[config.mk]
export PLATFORM = sky130hd
export DESIGN_NAME = spongent_msg_feeder
export DESIGN_NICKNAME = d
export VERILOG_FILES = /design/src/rtl/spongent_pkg.sv /design/src/rtl/byte_packer.sv /design/src/rtl/spongent_msg_feeder.sv
export SDC_FILE = /design/constraint.sdc
export NUM_CORES = 1
export LEC_CHECK = 0
export BUFFER_PORTS_ARGS = -buffer_cell sky130_fd_sc_hd__buf_2
export CAP_MARGIN = 0
export CORE_AREA = 2 2 227 229
export CTS_CLUSTER_DIAMETER = 120
export DETAILED_ROUTE_END_ITERATION = 8
export DIE_AREA = 0 0 229 231
export GPL_ROUTABILITY_DRIVEN = 0
export GPL_TIMING_DRIVEN = 0
export PLACE_DENSITY_LB_ADDON = 0.1
export SYNTH_ARGS = -nofsm -noshare
export SYNTH_HDL_FRONTEND = slang
export SYNTH_HIERARCHICAL = 1
export SYNTH_SLANG_ARGS = --single-unit
[constraint.sdc]
create_clock -name clk -period 2.21 [get_ports clk]
set_input_delay 0.663 -clock clk [delete_from_list [all_inputs] [get_ports clk]]
set_output_delay 0.663 -clock clk [all_outputs]
set_load 0.03 [all_outputs]
[src/rtl/spongent_pkg.sv]
// Shared types and helpers for the SPONGENT message feeder.
package spongent_pkg;

    // Feeder controller states
    typedef enum logic [2:0] {
        ST_CORE_RST = 3'd0,
        ST_COLLECT  = 3'd1,
        ST_ISSUE    = 3'd2,
        ST_WAIT_HI  = 3'd3,
        ST_WAIT_LO  = 3'd4,
        ST_FINAL    = 3'd5,
        ST_DONE     = 3'd6
    } feeder_state_e;

    localparam int LANE_W = 8;

    // First byte of a block lands in the least significant lane.
    localparam bit LANE_FIRST_LOW = 1'b1;

    // Bytes per block for a given rate width.
    function automatic int bpb(input int r_bits);
        return r_bits / LANE_W;
    endfunction

    // Bit offset of the lane that receives the idx-th byte of a block.
    function automatic int lane_lsb(input int idx, input int n_lanes);
        if (LANE_FIRST_LOW)
            return idx * LANE_W;
        else
            return (n_lanes - 1 - idx) * LANE_W;
    endfunction

endpackage

[src/rtl/byte_packer.sv]
// Assembles incoming bytes into an R-bit block and remembers whether the
// block that just completed carried the end-of-message marker.
module byte_packer
    import spongent_pkg::*;
#(
    parameter int R = 16
) (
    input  logic         clk,
    input  logic         rst,
    input  logic         clear,
    input  logic         wr,
    input  logic [7:0]   wr_data,
    input  logic         wr_last,
    output logic [R-1:0] block,
    output logic         last_lane,
    output logic         full,
    output logic         last_seen
);

    localparam int BPB   = bpb(R);
    localparam int IDX_W = (BPB > 1) ? $clog2(BPB) : 1;

    logic [IDX_W-1:0] idx_q, idx_d;
    logic [R-1:0]     block_q, block_d;
    logic             full_q, full_d;
    logic             last_q, last_d;

    // The next byte written completes the block.
    assign last_lane = (idx_q == IDX_W'(BPB - 1));

    assign block     = block_q;
    assign full      = full_q;
    assign last_seen = last_q;

    // Lane write and index/flag update; clear drops any partial progress
    // but leaves the block contents alone so the core still sees them.
    always_comb begin
        idx_d   = idx_q;
        block_d = block_q;
        full_d  = full_q;
        last_d  = last_q;
        if (clear) begin
            idx_d  = '0;
            full_d = 1'b0;
            last_d = 1'b0;
        end else if (wr) begin
            block_d[lane_lsb(int'(idx_q), BPB) +: LANE_W] = wr_data;
            if (last_lane) begin
                idx_d  = '0;
                full_d = 1'b1;
                last_d = wr_last;
            end else begin
                idx_d = idx_q + 1'b1;
            end
        end
    end

    // Packer state registers
    always_ff @(posedge clk) begin
        if (rst) begin
            idx_q   <= '0;
            block_q <= '0;
            full_q  <= 1'b0;
            last_q  <= 1'b0;
        end else begin
            idx_q   <= idx_d;
            block_q <= block_d;
            full_q  <= full_d;
            last_q  <= last_d;
        end
    end

endmodule

[src/rtl/spongent_msg_feeder.sv]
// Byte-stream front end for the iterative SPONGENT core: packs bytes into
// rate-sized blocks, sequences the core handshake and holds the digest.
//
// state    | meaning
// ---------+-----------------------------------------------------------
// CORE_RST | pulse core reset for one cycle, start a fresh message
// COLLECT  | accept bytes until a block is complete
// ISSUE    | block ready; strobe data_ready once the core is idle
// WAIT_HI  | wait for the core to report busy for this block
// WAIT_LO  | wait for the core to finish absorbing; block data held
// FINAL    | request finalization, capture digest on end_hash
// DONE     | digest held until the consumer acknowledges it
module spongent_msg_feeder
    import spongent_pkg::*;
#(
    parameter int N     = 256,
    parameter int r     = 16,
    parameter int CNT_W = 32
) (
    input  logic             clk,
    input  logic             rst,
    input  logic [7:0]       s_data,
    input  logic             s_valid,
    input  logic             s_last,
    output logic             s_ready,
    output logic             core_rst,
    output logic [r-1:0]     core_data_input,
    output logic             core_data_ready,
    output logic             core_start_hash,
    input  logic             core_busy,
    input  logic             core_end_hash,
    input  logic [N-1:0]     core_digest,
    output logic [N-1:0]     digest,
    output logic             digest_valid,
    input  logic             digest_ack,
    output logic             err_partial,
    output logic [CNT_W-1:0] block_count
);

    feeder_state_e    state_q, state_d;
    logic [CNT_W-1:0] block_count_q, block_count_d;
    logic [N-1:0]     digest_q, digest_d;
    logic             digest_valid_q, digest_valid_d;
    logic             first_blk_q, first_blk_d;

    logic pk_clear;
    logic pk_wr;
    logic pk_last_lane;
    logic pk_full;
    logic pk_last_seen;

    byte_packer #(.R(r)) u_packer (
        .clk       (clk),
        .rst       (rst),
        .clear     (pk_clear),
        .wr        (pk_wr),
        .wr_data   (s_data),
        .wr_last   (s_last),
        .block     (core_data_input),
        .last_lane (pk_last_lane),
        .full      (pk_full),
        .last_seen (pk_last_seen)
    );

    assign digest       = digest_q;
    assign digest_valid = digest_valid_q;
    assign block_count  = block_count_q;

    // Next-state and handshake outputs
    always_comb begin
        state_d         = state_q;
        block_count_d   = block_count_q;
        digest_d        = digest_q;
        digest_valid_d  = digest_valid_q;
        first_blk_d     = first_blk_q;
        s_ready         = 1'b0;
        core_rst        = 1'b0;
        core_data_ready = 1'b0;
        core_start_hash = 1'b0;
        err_partial     = 1'b0;
        pk_clear        = 1'b0;
        pk_wr           = 1'b0;

        unique case (state_q)
            ST_CORE_RST: begin
                core_rst    = 1'b1;
                pk_clear    = 1'b1;
                first_blk_d = 1'b1;
                state_d     = ST_COLLECT;
            end
            ST_COLLECT: begin
                s_ready = 1'b1;
                if (s_valid) begin
                    pk_wr = 1'b1;
                    if (pk_last_lane) begin
                        state_d = ST_ISSUE;
                    end else if (s_last) begin
                        // Message ended mid-block: drop it and restart the core.
                        err_partial   = 1'b1;
                        pk_clear      = 1'b1;
                        block_count_d = '0;
                        state_d       = ST_CORE_RST;
                    end
                end
            end
            ST_ISSUE: begin
                if (!core_busy && pk_full) begin
                    core_data_ready = 1'b1;
                    first_blk_d     = 1'b0;
                    // Count restarts at the first block of each message so the
                    // previous message's count stays visible until then.
                    if (first_blk_q)
                        block_count_d = CNT_W'(1);
                    else if (block_count_q != '1)
                        block_count_d = block_count_q + 1'b1;
                    state_d = ST_WAIT_HI;
                end
            end
            ST_WAIT_HI: begin
                if (core_busy)
                    state_d = ST_WAIT_LO;
            end
            ST_WAIT_LO: begin
                if (!core_busy) begin
                    if (pk_last_seen) begin
                        state_d = ST_FINAL;
                    end else begin
                        pk_clear = 1'b1;
                        state_d  = ST_COLLECT;
                    end
                end
            end
            ST_FINAL: begin
                core_start_hash = 1'b1;
                if (!core_busy && core_end_hash) begin
                    digest_d       = core_digest;
                    digest_valid_d = 1'b1;
                    state_d        = ST_DONE;
                end
            end
            ST_DONE: begin
                if (digest_ack) begin
                    digest_valid_d = 1'b0;
                    state_d        = ST_CORE_RST;
                end
            end
            default: begin
                state_d = ST_CORE_RST;
            end
        endcase
    end

    // Controller registers
    always_ff @(posedge clk) begin
        if (rst) begin
            state_q        <= ST_CORE_RST;
            block_count_q  <= '0;
            digest_q       <= '0;
            digest_valid_q <= 1'b0;
            first_blk_q    <= 1'b1;
        end else begin
            state_q        <= state_d;
            block_count_q  <= block_count_d;
            digest_q       <= digest_d;
            digest_valid_q <= digest_valid_d;
            first_blk_q    <= first_blk_d;
        end
    end

endmodule
Word-level counts from Yosys, hierarchy flattened:

Index checks and enable logic that the tools add are counted.
Widths: inputs -> output; s select.

* logic and storage cells: 87
* flip-flop bits (word level): 312
* output and inout port bits: 310

* bitwise operators: 1
* mux-type cells: 40
* reductions and logical operators: 15
* eq/ne operators: 17
* add/subtract/negate cells: 3
* shifts and indexed selects: 2

Operators with widths (number)
* $mux 32: 8
* $pmux 32 s2: 1
* $neg 32->33: 1
* $shift 8x33->16 const A: 1
* $shiftx 8x33->16: 1
* $add 32x1->32 const B: 1
* $ne 32x32->1 const B: 1
* $mux 3: 9
* $pmux 3 s7: 1
* $mux 1: 17
* $bwmux 16: 1
* $ne 2x2->1 const B: 8
* $eq 3x3->1 const B: 3
* $reduce_and 2->1: 4
* $reduce_and 7->1: 1
* $eq 3x2->1 const B: 2
* $reduce_and 6->1: 1
* $reduce_bool 2->1: 3
* $pmux 1 s2: 2
* $eq 3x1->1 const B: 1
* $logic_not 3->1: 1
* $ne 3x2->1 const B: 1
* $ne 3x3->1 const B: 1
* $pmux 1 s3: 1
* other kinds (6): 7

Longest topological paths before layout:

* word-level depth: 8
* depth in mapped cells: 8
* gate-level depth less buffers: 7

Cells and area by module:

Netlist, hierarchy kept.

By module, submodules not included
* spongent_msg_feeder: cells each 1402, seq. area each 5865.6 um^2, instances 1, area an instance 10886.7 um^2
* byte_packer: cells each 76, seq. area each 380.4 um^2, instances 1, area an instance 817.0 um^2

Worst setup path after synthesis:

Ideal clock, no wire load.

* kind: register to register
* start: reg block_count_q[0], in the netlist block_count[0]
* end: reg block_count_q[30], in the netlist block_count[30]
* period minus slack after synthesis: 2.377 ns
* data arrival time: 2.258 ns
* path slack: -0.167 ns
* required time: 2.090 ns
* cell stages (with the launch flop): 9
* library setup time: 0.120 ns
* cells stage by stage: dfxtp_1 ha_1 nand3_1 or3_1 nor4_1 nor3_2 buf_2 a32oi_1 nand2_1

* word-level cells in the longest chain between the ends: 5

Ends and longest elaborated chain
* from (decl): RTL line spongent_msg_feeder.sv:41 `logic [CNT_W-1:0] block_count_q, block_count_d;`
* from (signal assigned): RTL line spongent_msg_feeder.sv:163 `block_count_q <= block_count_d;`
* $add 32x1->32: RTL line spongent_msg_feeder.sv:115 `block_count_d = block_count_q + 1'b1;`
* $mux 32: RTL line spongent_msg_feeder.sv:114 `else if (block_count_q != '1)`
* $mux 32: RTL line spongent_msg_feeder.sv:112 `if (first_blk_q)`
* $mux 32: RTL line spongent_msg_feeder.sv:107 `if (!core_busy && pk_full) begin`
* $pmux 32 s2: RTL line spongent_msg_feeder.sv:84 `unique case (state_q)`

Parallel ways exist; a longest one is shown, timed or not. The select of a mux whose other input is x is not followed.
A chain may end at the register's enable or synchronous reset.

Worst setup path after layout:

* start: reg state_q[2]
* end: out core_data_ready

* word-level cells in the longest chain between the ends: 2

Ends and longest elaborated chain
* from (decl): RTL line spongent_msg_feeder.sv:40 `feeder_state_e state_q, state_d;`
* from (signal assigned): RTL line spongent_msg_feeder.sv:162 `state_q <= state_d;`
* $eq 3x2->1: RTL line spongent_msg_feeder.sv:84
* $mux 1: RTL line spongent_msg_feeder.sv:84
* to (decl): RTL line spongent_msg_feeder.sv:28 `output logic core_data_ready,`

No other way between the ends.

==> metrics.md <==
| Metric | Value |
|---|---|
| Status | finished with violations |
| Failing checks | negative setup slack |
| CTS Sinks | 312 |
| Worst skew pair latency | 0.55 ns |
| Die Width | 229 µm |
| Synth top area share | 53.4% |
| Via count | 12497 |
| Met1 usage | 20.2% |
| Req. time, crit path | 1.55 ns |
| Initial DRC count | 509 |
| Crit start category | flip-flop |
| CTS buffer count | 40 |
| Reg2reg end | block_count[13] |
| Setup CP Type | reg2out |
| Footprint of the multi-input gates | 5180 µm² |
| WHS | 0.348 ns |
| Hold path depth | 3 |
| # rows | 83 |
| Post-route insts no fill | 2819 |
| Worst Max-Slew Pin Slew | 0.787 ns |
| Top_reg_cell synth | dfxtp_1 |
| Residual DRC | 0 |
| Clock skew | 0.0106 ns |
| Critical Path End Type | output pin |
| Clock buffer depth | 3 |
| Ys Warns | 6 |
| Gr usage total | 17.9% |
| F_max | 437 MHz |
| CP Max Fanout | 4 |
| IO Pins | 581 |
| Async set-reset flop share out of synthesis | 0% |
| R2R cell count | 6 |
| Post-Syn Area | 11700 µm² |
| Total power draw | 12.4 mW |
| Endpoints failing setup | 2 |
| GR peak layer | met2 |
| Final Util | 33.8% |
| Hold Fails Final Rpt | 0 |
| Unique masters post-synth | 53 |
| Post-Place Cells | 2737 |
| Top delay family on crit path | simple AND/OR/NAND/NOR gates |
| HPWL after DPL | 38300 µm |
| Final period util | 104% |
| First-pass GRT wire length | 73200 µm |
| Clk pwr share | 50.2% |
| EDFF count, synth | 0 |
| Final Slew Violations | 0 |
| Nets | 2385 |
| Max-cap viol count | 0 |
| CP max stage cell | or3b_4 |
| Post-route cell area | 17200 µm² |
| PortBufs | 579 |
| H-tree depth | 2 |
| Synth top area cells | dfxtp_1 (53%), nand2_1 (17%), a21oi_1 (12%) |
| Initial antenna violation count | 8 |
| Die Y | 231 µm |
| Worst Path Arrival | 1.63 ns |
| VDD IR-drop max | 0.397 mV |
| Slew headroom | 47.6% |
| P_sw | 2.81 mW |
| RSZ-0062 raised after global routing | true |
| Post-synthesis register bit count | 312 |
| Sequential fraction of the synthesis area | 53.4% |
| Switching portion of total power | 22.6% |
| Leakage power | 7.40 nW |
| Sequential Power Share | 45.3% |
| Antenna-violating nets left | 0 |
| Core area | 50700 µm² |
| Largest net degree at the start of global routing | 19 |
| Clk pin slew, worst setup/hold paths | 0.06 ns |
| RR Startpoint | state_q[2] |
| Post-placement cell area | 15500 µm² |
| Worst Hold End | digest[120] |
| GR Util met2 | 31.8% |
| Setup_tns | -0.150 ns |
| Hold path start | core_digest[120] |
| CTS Hold Buffers Added | 0 |
| Pwr/cell area | 725 nW/µm² |
| DRT Pass-1 Iters | 5 |
| Crit-path cells | or3b_4 -> nor2_4 -> buf_6 |
| Vias in the first global route | 12056 |
| CTS Root Cell | clkbuf_16 |
| # fillers | 5600 |
| Final wirelength | 49800 µm |
| Pre-CTS WS | -1.15 ns |
| Layout area overhead | 46.6% |
| Internal power | 9.62 mW |
| Die area | 52900 µm² |
| Syn_nets | 1750 |
| Largest area contributor in the netlist | dfxtp_1 |
| Setup ws final | -0.0791 ns |
| Gate power share | 4.5% |
| Initial Utilization | 23.1% |
| Routed wire per std cell | 17.7 µm |
| GRT overflow | 0 |
| Avg Inst Size Synth | 7.92 µm² |
| Slowest cell delay on critical path | 0.43 ns |
| GRT met3 Usage | 6.23% |
| Share of layout cells above drive strength 1 | 35.4% |
| Hold crit path type | in2reg |
| Flip-flop and latch area | 6270 µm² |
| CTS tree | done |
| Vias per inst | 4.43 |
| Period minus WS final | 2.29 ns |
| Buf/Inv on CP | 1 |
| R2R Setup Slk | 0.07 ns |
| Gate Count Post-Synth | 1478 |
[power groups by stage]
stage | registers [mW] | logic (mW) | clock network (mW)
2_1_floorplan | 5.76 | 0.187 | 0
3_3_place_gp | 5.76 | 0.532 | 0
3_5_place_dp | 5.76 | 0.533 | 0
4_1_cts | 5.64 | 0.568 | 6.48
5_1_grt | 5.63 | 0.619 | 6.68
6_report | 5.64 | 0.563 | 6.24
[worst reg2reg max path, cell delays in order, from the launching register on]
cell      delay [ns]
dfxtp_4         0.35
or3b_4          0.43
or3_4           0.39
nand2b_4        0.17
buf_6           0.15
or4_1           0.47
a21oi_1         0.12
[kinds of logic (layout without fill, tap and decap cells)]
kind of cell / Yosys count / in the layout / synth area share (%)
flops: 312 / 312 / 53.4
fa+ha+maj: 1 / 1 / 0.107
xor+xnor: 1 / 1 / 0.0748
simple gates: 683 / 683 / 25.0
buf+inv: 114 / 772 / 4.00
compound gates: 345 / 345 / 15.6
mux: 22 / 22 / 1.88
other cells: 0 / 3 / 0
[how the worst max path moves through the flow]
| stage | end | startpoint | depth (start not counted) | slack [ns] |
|---|---|---|---|---|
| after global routing | core_data_ready | state_q[2] | 3 | -0.13 |
| after floorplan | block_count[24] | block_count[6] | 6 | 0.005 |
| final | core_data_ready | state_q[2] | 3 | -0.08 |
| after CTS | core_data_ready | state_q[0] | 3 | -0.13 |
| after global placement | digest[255] | core_busy | 6 | -1.10 |
| after detailed placement | digest[0] | core_busy | 6 | -1.15 |
[sequential cells by signal, indices dropped and copies added (netlist names)]
signal,flops
block_count,32
digest,256
digest_valid,1
first_blk_q,1
state_q,3
u_packer/block,16
u_packer/full,1
u_packer/last_lane,1
u_packer/last_seen,1
[Yosys cell counts, types with 2 or more instances]
| cell type | n |
|---|---|
| clkbuf_1 | 98 |
| nor3_1 | 10 |
| nor2_1 | 25 |
| a21oi_1 | 290 |
| buf_2 | 4 |
| or4_1 | 8 |
| a211oi_1 | 4 |
| nand4_1 | 12 |
| and4_1 | 5 |
| buf_1 | 3 |
| o21a_1 | 5 |
| nand2b_1 | 29 |
| dfxtp_1 | 312 |
| and2_1 | 4 |
| o31ai_1 | 2 |
| and3_1 | 5 |
| nand3_1 | 15 |
| nand3b_1 | 3 |
| inv_1 | 3 |
| a31oi_1 | 13 |
| o21ai_0 | 16 |
| nand2_1 | 544 |
| mux2i_1 | 22 |
| buf_6 | 4 |
| nand3_2 | 2 |
| nor4_1 | 4 |
| nor4_4 | 2 |
| or3_1 | 6 |
| a311oi_1 | 4 |
[final cells by class]
type                    count  share of cell area, %
plain buffers             107                   3.18
well taps                 680                   4.96
clock inverters             9                  0.481
diodes                      3                 0.0438
multi-input cells        1052                   30.2
inverters                   3                 0.0657
flip-flops and latches    312                   36.6
repair buffers            597                   17.8
clock buffers              56                   6.72
[placed cells by master, fill, tap and decap left out, types with 5 or more instances in the layout]
cell	count
buf_4	22
nand2b_1	27
nand2_1	543
o21a_1	5
nor2_1	21
mux2i_1	22
or3_1	6
clkbuf_1	60
and3_1	5
buf_2	578
nand3_1	14
o21ai_0	16
buf_6	5
dfxtp_1	297
clkbuf_16	42
clkbuf_4	5
a21oi_1	289
clkbuf_2	37
clkbuf_8	8
or4_1	8
nor3_1	6
dfxtp_2	11
a31oi_1	13
nand4_1	12
[metal layers]
layer	vias to the layer above	routed length, µm
li1	6203	-
met1	5846	19900
met2	370	25100
met3	68	3940
met4	10	868
met5	-	66
[timing repair]
item,4_1_cts,5_1_grt
gates resized for setup,83,37
setup buffers,9,9
pin swaps,6,7
setup endpoints to repair,296,110
Power figures use the tool's default switching activity.
